[src/rtl/pwm_multi_gen.sv]
// Multi-channel PWM generator: one shared prescaler and period counter,
// per-channel double-buffered duty registers and output polarity.
module pwm_multi_gen #(
  parameter int  CH    = 4,
  parameter int  CNT_W = 8,
  parameter int  DIV_W = 16,
  localparam int CH_W  = (CH > 1) ? $clog2(CH) : 1
) (
  input  logic             clk,
  input  logic             rst_n,
  input  logic             ena,
  input  logic [DIV_W-1:0] prescale_i,
  input  logic [CNT_W-1:0] period_i,
  input  logic             wr_en,
  input  logic [CH_W-1:0]  wr_ch,
  input  logic [CNT_W-1:0] wr_duty,
  input  logic [CH-1:0]    invert_i,
  output logic [CH-1:0]    pwm_o,
  output logic             period_tick_o
);

  logic [DIV_W-1:0] q_q, q_d;
  logic [CNT_W-1:0] c_q, c_d;
  logic [CNT_W-1:0] pending_q [CH];
  logic [CNT_W-1:0] pending_d [CH];
  logic [CNT_W-1:0] active_q  [CH];
  logic [CNT_W-1:0] active_d  [CH];
  logic [CH-1:0]    pwm_q, pwm_d;
  logic             period_tick_q, period_tick_d;
  logic             tick;
  logic             wrap;

  always_comb begin
    tick = ena && (q_q == prescale_i);
    // >= so a period shortened below the current count wraps on the next tick
    wrap = tick && (c_q >= period_i);

    q_d = q_q;
    if (ena) begin
      q_d = tick ? '0 : q_q + DIV_W'(1);
    end

    c_d = c_q;
    if (tick) begin
      c_d = wrap ? '0 : c_q + CNT_W'(1);
    end

    // active takes the pending value from before any same-cycle write
    active_d = active_q;
    if (wrap) begin
      active_d = pending_q;
    end

    pending_d = pending_q;
    for (int i = 0; i < CH; i++) begin
      if (wr_en && (wr_ch == CH_W'(i))) begin
        pending_d[i] = wr_duty;
      end
    end

    for (int i = 0; i < CH; i++) begin
      pwm_d[i] = ena ? ((c_q < active_q[i]) ^ invert_i[i]) : invert_i[i];
    end

    period_tick_d = wrap;
  end

  always_ff @(posedge clk or negedge rst_n) begin
    if (!rst_n) begin
      q_q           <= '0;
      c_q           <= '0;
      pwm_q         <= '0;
      period_tick_q <= 1'b0;
      for (int i = 0; i < CH; i++) begin
        pending_q[i] <= '0;
        active_q[i]  <= '0;
      end
    end else begin
      q_q           <= q_d;
      c_q           <= c_d;
      pwm_q         <= pwm_d;
      period_tick_q <= period_tick_d;
      pending_q     <= pending_d;
      active_q      <= active_d;
    end
  end

  assign pwm_o         = pwm_q;
  assign period_tick_o = period_tick_q;

endmodule

[config.mk]
export PLATFORM = sky130hd
export DESIGN_NAME = pwm_multi_gen
export DESIGN_NICKNAME = d
export VERILOG_FILES = /design/src/rtl/pwm_multi_gen.sv
export SDC_FILE = /design/constraint.sdc
export NUM_CORES = 1
export LEC_CHECK = 0
export ABC_CLOCK_PERIOD_IN_PS = 5000
export BUFFER_PORTS_ARGS = -buffer_cell sky130_fd_sc_hd__buf_2
export CORE_MARGIN = 4
export CORE_UTILIZATION = 25
export CTS_BUF_LIST = sky130_fd_sc_hd__clkbuf_4
export CTS_CLUSTER_SIZE = 16
export DETAILED_ROUTE_END_ITERATION = 10
export PLACE_DENSITY = 0.48
export SYNTH_ARGS = -nofsm -noshare
export SYNTH_HDL_FRONTEND = slang
export SYNTH_SLANG_ARGS = --single-unit
export TNS_END_PERCENT = 30
[constraint.sdc]
create_clock -name clk -period 5 [get_ports clk]
set_clock_uncertainty 0.2 [all_clocks]
set_input_delay 0.75 -clock clk [delete_from_list [all_inputs] [get_ports clk]]
set_output_delay 0.75 -clock clk [all_outputs]
set_load 0.01 [all_outputs]
==> impl_metrics.json <==
{
  "synth_edf_count": 0,
  "start_util_pct": 25.8,
  "timing.slew.headroom_pct": 32.1,
  "ys_async_sr_fraction_pct": 100,
  "setup_viol": 0,
  "grt_first_pass_wirelength_um": 19300,
  "fp.coreArea_um2": 19000,
  "cts_resized": 0,
  "routed_via_density": 4.52,
  "globalplace.congestion": 0.735,
  "critPathMaxFanout": 36,
  "yosysWarnings": 0,
  "layout_commonest_cell": "dfrtp_1",
  "use_met3_pct": 2.32,
  "fin_nets": 591,
  "fmax_mhz": 310,
  "portBuffers": 46,
  "worst_slew_pin_slew_ns": 1.01,
  "layout_common_cells": "dfrtp_1, buf_2, nand3_1, inv_1, ha_1",
  "routed_wl_um": 11700,
  "min_period_ns": 3.22,
  "setup.worst_path.start_class": "flop",
  "path_class": "flop to flop",
  "ios": 47,
  "drive_above_1_share_pct": 20.4,
  "first_global_vias": 3589,
  "grt_start_max_net_pins": 57,
  "dieHeight_um": 148,
  "crit_arrival_ns": 3.37,
  "critical_path.endpoint_type": "flop",
  "area_growth_pct": 13.8,
  "numCtsBuffers": 9,
  "grt_overflow_total": 0,
  "cts_tree": "built",
  "grt.met2_usage_pct": 17.5,
  "ant_nets": 0,
  "gr-usage-met1_pct": 15.1,
  "synth_top_family_by_area": "simple AND/OR/NAND/NOR gates",
  "peakVddDrop_uv": 91.1,
  "fin_crit_sh_pct": 64.4,
  "critPathRequiredTime_ns": 5.15,
  "clockRootBuffer": "clkbuf_4",
  "status": "finished, final reports clean",
  "dieArea_um2": 21900,
  "synth.net_count": 541,
  "cts_setup_buffers": 0,
  "avgSynthCellArea_um2": 10.6,
  "clk_latency_ns": 0.47,
  "ys_seq_elements": 93,
  "groute.usage.overall_pct": 11.2,
  "placementRows": 50,
  "hold_buffers": 0,
  "hold_violations": 0,
  "yosys.area_share.adder_pct": 9.69,
  "dr.pass1.iters": 4,
  "synth_compound_area_share_pct": 8.87,
  "yosys_most_used_dff": "dfrtp_1",
  "htree_levels": 3,
  "holdCritPathClass": "primary input to asynchronous set/reset pin",
  "drc": 0,
  "synthCells": 461,
  "drt_iter0_drc": 144,
  "fill_cells": 2015,
  "synth_xor_area_share_pct": 5.35,
  "vias": 3505,
  "power_leakage_nw": 2.73,
  "wl_per_cell_um": 15.0,
  "p_total_mw": 1.52,
  "clk_path_buf_depth": 2,
  "dp_hpwl_um": 8460,
  "synth.area.mux_share_pct": 9.51,
  "max_cap_viol_count": 0,
  "seq_area_frac_synth_pct": 47.4,
  "maxSlewViolCount": 0,
  "rsz0062_at_grt": "false",
  "busiest_layer": "met2",
  "die_x_um": 148,
  "synth_area_um2": 4910,
  "clock-sinks": 93,
  "synthDistinctLibCells": 43,
  "antenna_found_initial": 1,
  "power_density_nw_per_um2": 272,
  "synth-simple-area-share_pct": 15.0,
  "clkTransAtPathRegs_ns": 0.14,
  "setup_tns_ns": 0
}
==> cell type report <==
type                    instances  area (µm²)  share of cell area [%]
clock inverters                 3        37.5                   0.672
repair buffers                 52         278                    4.97
well taps                     260         325                    5.82
clock buffers                  12        90.1                    1.61
inverters                      38         143                    2.55
multi-input cells             317        2380                    42.7
flip-flops and latches         93        2330                    41.7
diodes                          1        2.50                  0.0448
==> final timing paths <==
kind	start	end	slack, ns	cells after the start
min	rst_n	pending_q[1]	0.13	1
min reg2reg	active_q[16]	active_q[16]	0.30	1
max reg2reg	c_q[0]	active_q[24]	1.78	10
max in group asynchronous	rst_n	active_q[11]	3.49	2
max	c_q[0]	active_q[24]	1.78	10
min in group clk	active_q[16]	active_q[16]	0.30	1
==> per-layer routing <==
metal,share of wire (%),wire length [µm],vias up
met2,47,5450,40
met5,0,0,-
met3,3.2,376,17
li1,-,-,1736
met1,48,5590,1712
met4,2.1,246,0
==> power breakdown <==
part	internal, mW	switching (mW)	total, mW	leakage, nW
clock network	0.164	0.245	0.409	0.0725
registers	0.828	0.0679	0.896	1.03
logic	0.112	0.102	0.213	1.62
total	1.10	0.415	1.52	2.73
==> logic make-up (layout without fill, tap and decap cells) <==
family / Yosys count / count (layout)
buffers and inverters: 51 / 105
other: 0 / 1
AOI/OAI and AO/OA: 70 / 70
DFF: 93 / 93
adders and majority gates: 38 / 38
xor gates and xnor gates: 30 / 30
muxes: 42 / 42
and+or+nand+nor: 137 / 137
==> Yosys cell counts, types with 2 or more instances <==
master      n  area [µm²]
or3_1       4        25.0
a2bb2oi_1   4        35.0
mux2_1      2        22.5
xor2_1     19         166
a21oi_1     6        30.0
nand2_1    20        75.1
mux2i_1     5        50.1
o31ai_1     4        30.0
a21o_1     15         113
dfrtp_1    93        2330
nand4_1     8        50.1
and3_1     11        68.8
nand3_1    43         215
clkbuf_1    6        22.5
xnor2_1    11        96.3
nor3_1      6        30.0
o21a_1      2        15.0
nand2b_1    5        31.3
o21ai_0    31         155
mux2_2     35         394
inv_1      38         143
buf_2       5        25.0
ha_1       38         475
nand3b_1    6        45.0
a31oi_1     4        25.0
nor2_1     18        67.6
nor4_1      6        37.5
==> critical path, stage by stage (launching register included) <==
cell and delay (ns):
dfrtp_1 0.55, inv_1 0.14, ha_1 0.29, nand2b_1 0.09, a211o_1 0.12, a21oi_1 0.08, o21ai_2 0.13, buf_4 0.37
and2_0 0.43, buf_4 0.34, mux2_1 0.34
==> sequential cells by signal (all words and copies together) (netlist names) <==
signal and count:
pending_q 32, pwm_o 4, q_q 16, c_q 8
period_tick_o 1, active_q 32
==> stage by stage <==
step                      hold WS [ns]  setup slack [ns]  cells  util, %  cell area [µm²]
after CTS                        0.118              1.71    775     29.4             5580
after global routing             0.166              1.54    776     29.4             5590
after floorplan                  0.254              2.19    461        -             4910
after detailed placement         0.281              1.59    760     28.7             5460
final                            0.125              1.78    776     29.4             5590
after global placement           0.277              1.64    760     28.7             5460
(Power assumes the default switching activity.)
